### config.mk
export PLATFORM = sky130hd
export DESIGN_NAME = inst_pair_feeder_flat
export DESIGN_NICKNAME = d
export VERILOG_FILES = /design/src/rtl/inst_pair_feeder_if.sv /design/src/rtl/inst_pair_feeder.sv /design/src/flat_wrapper.sv
export SDC_FILE = /design/constraint.sdc
export NUM_CORES = 1
export LEC_CHECK = 0
export CAP_MARGIN = 20
export CORE_ASPECT_RATIO = 0.75
export CORE_MARGIN = 8
export CORE_UTILIZATION = 40
export DETAILED_ROUTE_END_ITERATION = 10
export GPL_ROUTABILITY_DRIVEN = 0
export GPL_TIMING_DRIVEN = 0
export MAX_ROUTING_LAYER = met4
export SYNTH_ARGS = -nofsm -noshare
export SYNTH_HDL_FRONTEND = slang
export SYNTH_SLANG_ARGS = --single-unit
### constraint.sdc
create_clock -name clock -period 5.13 [get_ports clock]
set_input_delay 1.539 -clock clock [delete_from_list [all_inputs] [get_ports clock]]
set_output_delay 1.539 -clock clock [all_outputs]
set_load 0.05 [all_outputs]
### src/rtl/inst_pair_feeder_if.sv
// Local-store instruction port: in-order word read requests and their
// responses. The feeder acts as master and the memory acts as slave.
interface inst_pair_feeder_if;
    logic        req;
    logic [31:0] addr;
    logic        gnt;
    logic        rvalid;
    logic [31:0] rdata;

    modport master (output req, output addr, input gnt, input rvalid, input rdata);
    modport slave  (input req, input addr, output gnt, output rvalid, output rdata);
endinterface

### src/rtl/inst_pair_feeder.sv
// Instruction prefetch queue. Issues credit-limited word reads and buffers the
// returned words, then presents two consecutive words per cycle to dual-issue decode.
module inst_pair_feeder #(
    parameter int          DEPTH    = 8,
    parameter int          MAX_OUT  = 4,
    parameter int          LS_BYTES = 32768,
    parameter logic [31:0] RESET_PC = 32'd0
) (
    input  logic                clock,
    input  logic                reset,
    input  logic                stall,
    input  logic                branch_taken,
    input  logic [31:0]         pc_input,
    inst_pair_feeder_if.master  imem,
    output logic                pair_valid,
    output logic [31:0]         first_inst,
    output logic [31:0]         second_inst,
    output logic [31:0]         pc_output
);
    localparam int          AW        = $clog2(DEPTH);
    localparam int          CW        = AW + 1;
    localparam logic [31:0] LS_MASK   = 32'(LS_BYTES - 1);
    localparam logic [CW:0] DEPTH_W   = (CW+1)'(DEPTH);
    localparam logic [CW-1:0] DEPTH_C = CW'(DEPTH);
    localparam logic [CW-1:0] MAX_C   = CW'(MAX_OUT);

    logic [31:0]   fifo [DEPTH];
    logic [AW-1:0] wr_ptr;
    logic [AW-1:0] rd_ptr;
    logic [CW-1:0] count;
    logic [CW-1:0] outstanding;
    logic [CW-1:0] drop_cnt;
    logic [31:0]   fetch_pc;
    logic [31:0]   head_pc;

    logic [CW:0]   credit_used;
    logic          have_pair;
    logic          issue;
    logic          accept;
    logic          pop;
    logic [31:0]   target;

    assign credit_used = {1'b0, count} + {1'b0, outstanding};
    assign have_pair   = (count >= CW'(2));
    assign target      = pc_input & LS_MASK & ~32'd3;

    // Request is also gated by the reset level so the port is quiet while held in reset.
    assign imem.req  = reset & ~branch_taken & (credit_used < DEPTH_W) & (outstanding < MAX_C);
    assign imem.addr = fetch_pc;
    assign issue     = imem.req & imem.gnt;

    // A full FIFO can only receive a word through a protocol error; that word is lost.
    assign accept = imem.rvalid & ~branch_taken & (drop_cnt == '0) & (count != DEPTH_C);
    assign pop    = pair_valid & ~stall;

    assign pair_valid  = have_pair & ~branch_taken;
    assign first_inst  = have_pair ? fifo[rd_ptr] : 32'd0;
    assign second_inst = have_pair ? fifo[rd_ptr + AW'(1)] : 32'd0;
    assign pc_output   = head_pc;

    always_ff @(posedge clock) begin
        if (accept) begin
            fifo[wr_ptr] <= imem.rdata;
        end
    end

    always_ff @(posedge clock or negedge reset) begin
        if (!reset) begin
            wr_ptr      <= '0;
            rd_ptr      <= '0;
            count       <= '0;
            outstanding <= '0;
            drop_cnt    <= '0;
            fetch_pc    <= RESET_PC;
            head_pc     <= RESET_PC;
        end else if (branch_taken) begin
            // Every request still in flight returns a stale word; one arriving now is already discarded.
            wr_ptr      <= '0;
            rd_ptr      <= '0;
            count       <= '0;
            outstanding <= outstanding - CW'(imem.rvalid);
            drop_cnt    <= outstanding - CW'(imem.rvalid);
            fetch_pc    <= target;
            head_pc     <= target;
        end else begin
            outstanding <= outstanding + CW'(issue) - CW'(imem.rvalid);
            if (imem.rvalid && drop_cnt != '0) begin
                drop_cnt <= drop_cnt - CW'(1);
            end
            count <= count + CW'(accept) - (pop ? CW'(2) : CW'(0));
            if (accept) begin
                wr_ptr <= wr_ptr + AW'(1);
            end
            if (pop) begin
                rd_ptr  <= rd_ptr + AW'(2);
                head_pc <= (head_pc + 32'd8) & LS_MASK;
            end
            if (issue) begin
                fetch_pc <= (fetch_pc + 32'd4) & LS_MASK;
            end
        end
    end
endmodule

### src/flat_wrapper.sv
// flat-port wrapper written by rule: the top's interface ports become plain ports
module inst_pair_feeder_flat 
#(
    parameter int          DEPTH    = 8,
    parameter int          MAX_OUT  = 4,
    parameter int          LS_BYTES = 32768,
    parameter logic [31:0] RESET_PC = 32'd0
)
  (clock, reset, stall, branch_taken, pc_input, pair_valid, first_inst, second_inst, pc_output, imem_req, imem_addr, imem_gnt, imem_rvalid, imem_rdata);
  inst_pair_feeder_if imem_i ();
  input  logic clock;
  input  logic reset;
  input  logic stall;
  input  logic branch_taken;
  input  logic [31:0] pc_input;
  output logic pair_valid;
  output logic [31:0] first_inst;
  output logic [31:0] second_inst;
  output logic [31:0] pc_output;
  output wire logic [$bits(imem_i.req)-1:0] imem_req;
  output wire logic [$bits(imem_i.addr)-1:0] imem_addr;
  input wire logic [$bits(imem_i.gnt)-1:0] imem_gnt;
  input wire logic [$bits(imem_i.rvalid)-1:0] imem_rvalid;
  input wire logic [$bits(imem_i.rdata)-1:0] imem_rdata;
  assign imem_req = imem_i.req;
  assign imem_addr = imem_i.addr;
  assign imem_i.gnt = imem_gnt;
  assign imem_i.rvalid = imem_rvalid;
  assign imem_i.rdata = imem_rdata;
  inst_pair_feeder #(.DEPTH(DEPTH), .MAX_OUT(MAX_OUT), .LS_BYTES(LS_BYTES), .RESET_PC(RESET_PC)) u_core (.clock(clock), .reset(reset), .stall(stall), .branch_taken(branch_taken), .pc_input(pc_input), .imem(imem_i), .pair_valid(pair_valid), .first_inst(first_inst), .second_inst(second_inst), .pc_output(pc_output));
endmodule
==> results.cfg <==
[timing]
period_share_pct = 95.4
whs_ps = 518
slew_headroom_pct = 41.5
hold_viol = 0
drv_slew = 0
setup_tns_ps = 0
skew_ps = 18.4
rsz0062_at_grt = no
period_needed_ps = 4900
fmax_mhz = 204
tightestPinTransition_ps = 877
finalSetupViolCount = 0
layout_setup_ws_ps = 233

[clock_network]
cts_htree_levels = 1
ctsHoldBuffers = 0
cts_setup_buffers = 0
clock-root-buffer = clkbuf_16
cts_made_buffers = 31
cts_resized = 5
tritoncts = done
clock_latency_ps = 570
clkTransAtPathRegs_ps = 60
cts.sinks = 299
clockBufferDepth = 3

[synthesis]
synth_seq_area_share_pct = 69.4
synth-edff-count = 256
synth_top_area_cell = edfxtp_1
async_reset_ff_share_pct = 14.4
ys_types = 53
synth.most_common_cell = edfxtp_1
synthCells = 730
netlist_top_cells_area = edfxtp_1, mux4_2, dfrtp_1
synth-seq-cells = 299
synth_flop_cell = edfxtp_1
synth_commonest_cells = edfxtp_1, nor2b_1, mux4_2, dfrtp_1, buf_4
syn_area_mm2 = 0.0126
synth_top_area_share_pct = 60.8
ys.warnings.count = 0
avgSynthCellArea_um2 = 17.3

[setup_path]
end_kind = output pin
reg2reg_to = u_core.fifo[1][27]
timing.rr.start = u_core.count[2]
cp_data_arrival_time_ps = 3360
crit_path_start_kind = flop
cp.required_ps = 3590
ff2ff_setup_slack_ps = 1940
crit_fanout = 10
timing_worst_setup_path_type = flop to output pin
ff2ff_path_depth = 8

[floorplan]
start_util_pct = 40.5
die_y_um = 170
chipWidth_um = 221
core_mm2 = 0.0312
ios = 200
placementRows = 56
die-area_mm2 = 0.0376

[worst_hold_path]
min_from = u_core.imem.addr[14]
hold_end = u_core.imem.addr[14]
hold_path.class = flop to flop
min_delay_path_depth = 1

[drt]
wl_per_cell_um = 21.9
drt_iter0_drc = 534
drc = 0
num_vias = 7041
via_per_inst = 5.08
dr.pass1.iters = 5
finalWirelength_um = 30300
antenna_left = 0

[grt]
antenna_found_initial = 1
grt_pass1_wl_um = 46400
grt_max_degree = 34
grt_usage_pct = 16.5
grt_pass1_vias = 7389
overflow = 0

[cells_and_area]
final_area_mm2 = 0.0160
seqCellArea_mm2 = 0.00876
multiInputGateArea_mm2 = 0.00356
nNetsFinal = 1047
syn2layout_area_growth_pct = 26.7
fillCellCount = 2602
drive_above_1_share_pct = 19.6

[power]
p_total_mw = 7.76
power_density_mw_per_mm2 = 485
ir_drop_mv = 0.296
leakage_nw = 5.58

[placement]
dp_hpwl_um = 20800
pre_cts_ws_ps = -379
numPortBuffers = 142
place_area_mm2 = 0.0150

[job]
max_cap_viol_count = 0

[run_status]
status = finished clean
[worst max-delay path, cell delays in order, from the launching register on]
cell and delay, ps:
dfrtp_1 370, buf_2 260, buf_1 700, mux4_2 340, nor2b_1 240, clkdlybuf4s50_1 870
[cell families (layout without fill, tap and decap cells)]
group	count (synthesis)	after routing	share of synthesized area (%)
AO/OA/AOI/OAI	53	53	3.05
other	1	39	0.0297
multiplexers	77	77	12.5
buffers and inverters	93	304	4.03
XOR/XNOR	14	14	0.971
AND/OR/NAND/NOR	171	171	7.85
flip-flops	299	299	69.4
adder cells (fa/ha/maj)	22	22	2.24
[layout make-up]
type                       count  share of cell area, %
sequential                   299                   54.7
multi-input combinational    375                   22.2
timing repair buffer         156                   10.2
clock buffer                  41                   5.08
tap                          406                   3.17
buffer                        68                   2.62
clock inverter                15                   1.40
inverter                      24                  0.563
antenna                        1                 0.0156
[flip-flops by register name, indices dropped and copies added, names as in the netlist]
name,flops
u_core.drop_cnt,4
u_core.wr_ptr,3
u_core.outstanding,4
u_core.rd_ptr,2
u_core.fifo,256
u_core.count,4
u_core.pc_output,13
u_core.imem.addr,13
[metal layers]
layer / up-vias / global-route usage (%) / share of wire, %
li1: 3203 / - / -
met1: 3581 / 23.3 / 48
met2: 224 / 24.9 / 44
met3: 33 / 3.51 / 6.3
met4: 0 / 2.78 / 1.3
met5: - / - / 0
[power breakdown]
part / total, mW / switching (mW) / internal, mW
Clock: 2.30 / 0.928 / 1.37
Sequential: 2.79 / 0.0746 / 2.71
Combinational: 2.67 / 1.71 / 0.958
Total: 7.76 / 2.72 / 5.04
[how the worst max path moves through the flow]
stage | start | endpoint
floorplan | imem_rvalid | u_core.fifo[0][0]
global placement | imem_rvalid | u_core.fifo[0][23]
detailed placement | branch_taken | pair_valid
CTS | u_core.rd_ptr[2] | first_inst[17]
global route | u_core.count[2] | second_inst[20]
finish | u_core.rd_ptr[2] | second_inst[20]
[layout by cell type (no fill, tap or decap), types with 11 or more instances in the layout]
cell type,synthesis,routed
conb_1,1,38
ha_1,21,21
clkbuf_16,0,31
nor2_1,23,17
dfrtp_1,43,43
nor2b_1,66,66
edfxtp_1,256,256
clkbuf_1,14,21
buf_4,39,39
mux4_2,64,64
inv_1,24,24
nand3_1,11,11
o21ai_0,11,11
clkdlybuf4s50_1,0,139
nand2_1,24,24
xnor2_1,12,12
buf_2,11,13
[per-stage QoR]
| stage | std cells | util (%) |
|---|---|---|
| 6_report | 1385 | 51.3 |
| 5_1_grt | 1385 | 51.3 |
| 4_1_cts | 1384 | 51.3 |
| 3_5_place_dp | 1329 | 48.0 |
| 3_3_place_gp | 1315 | 47.2 |
| 2_1_floorplan | 767 | - |
(Power assumes the default switching activity.)
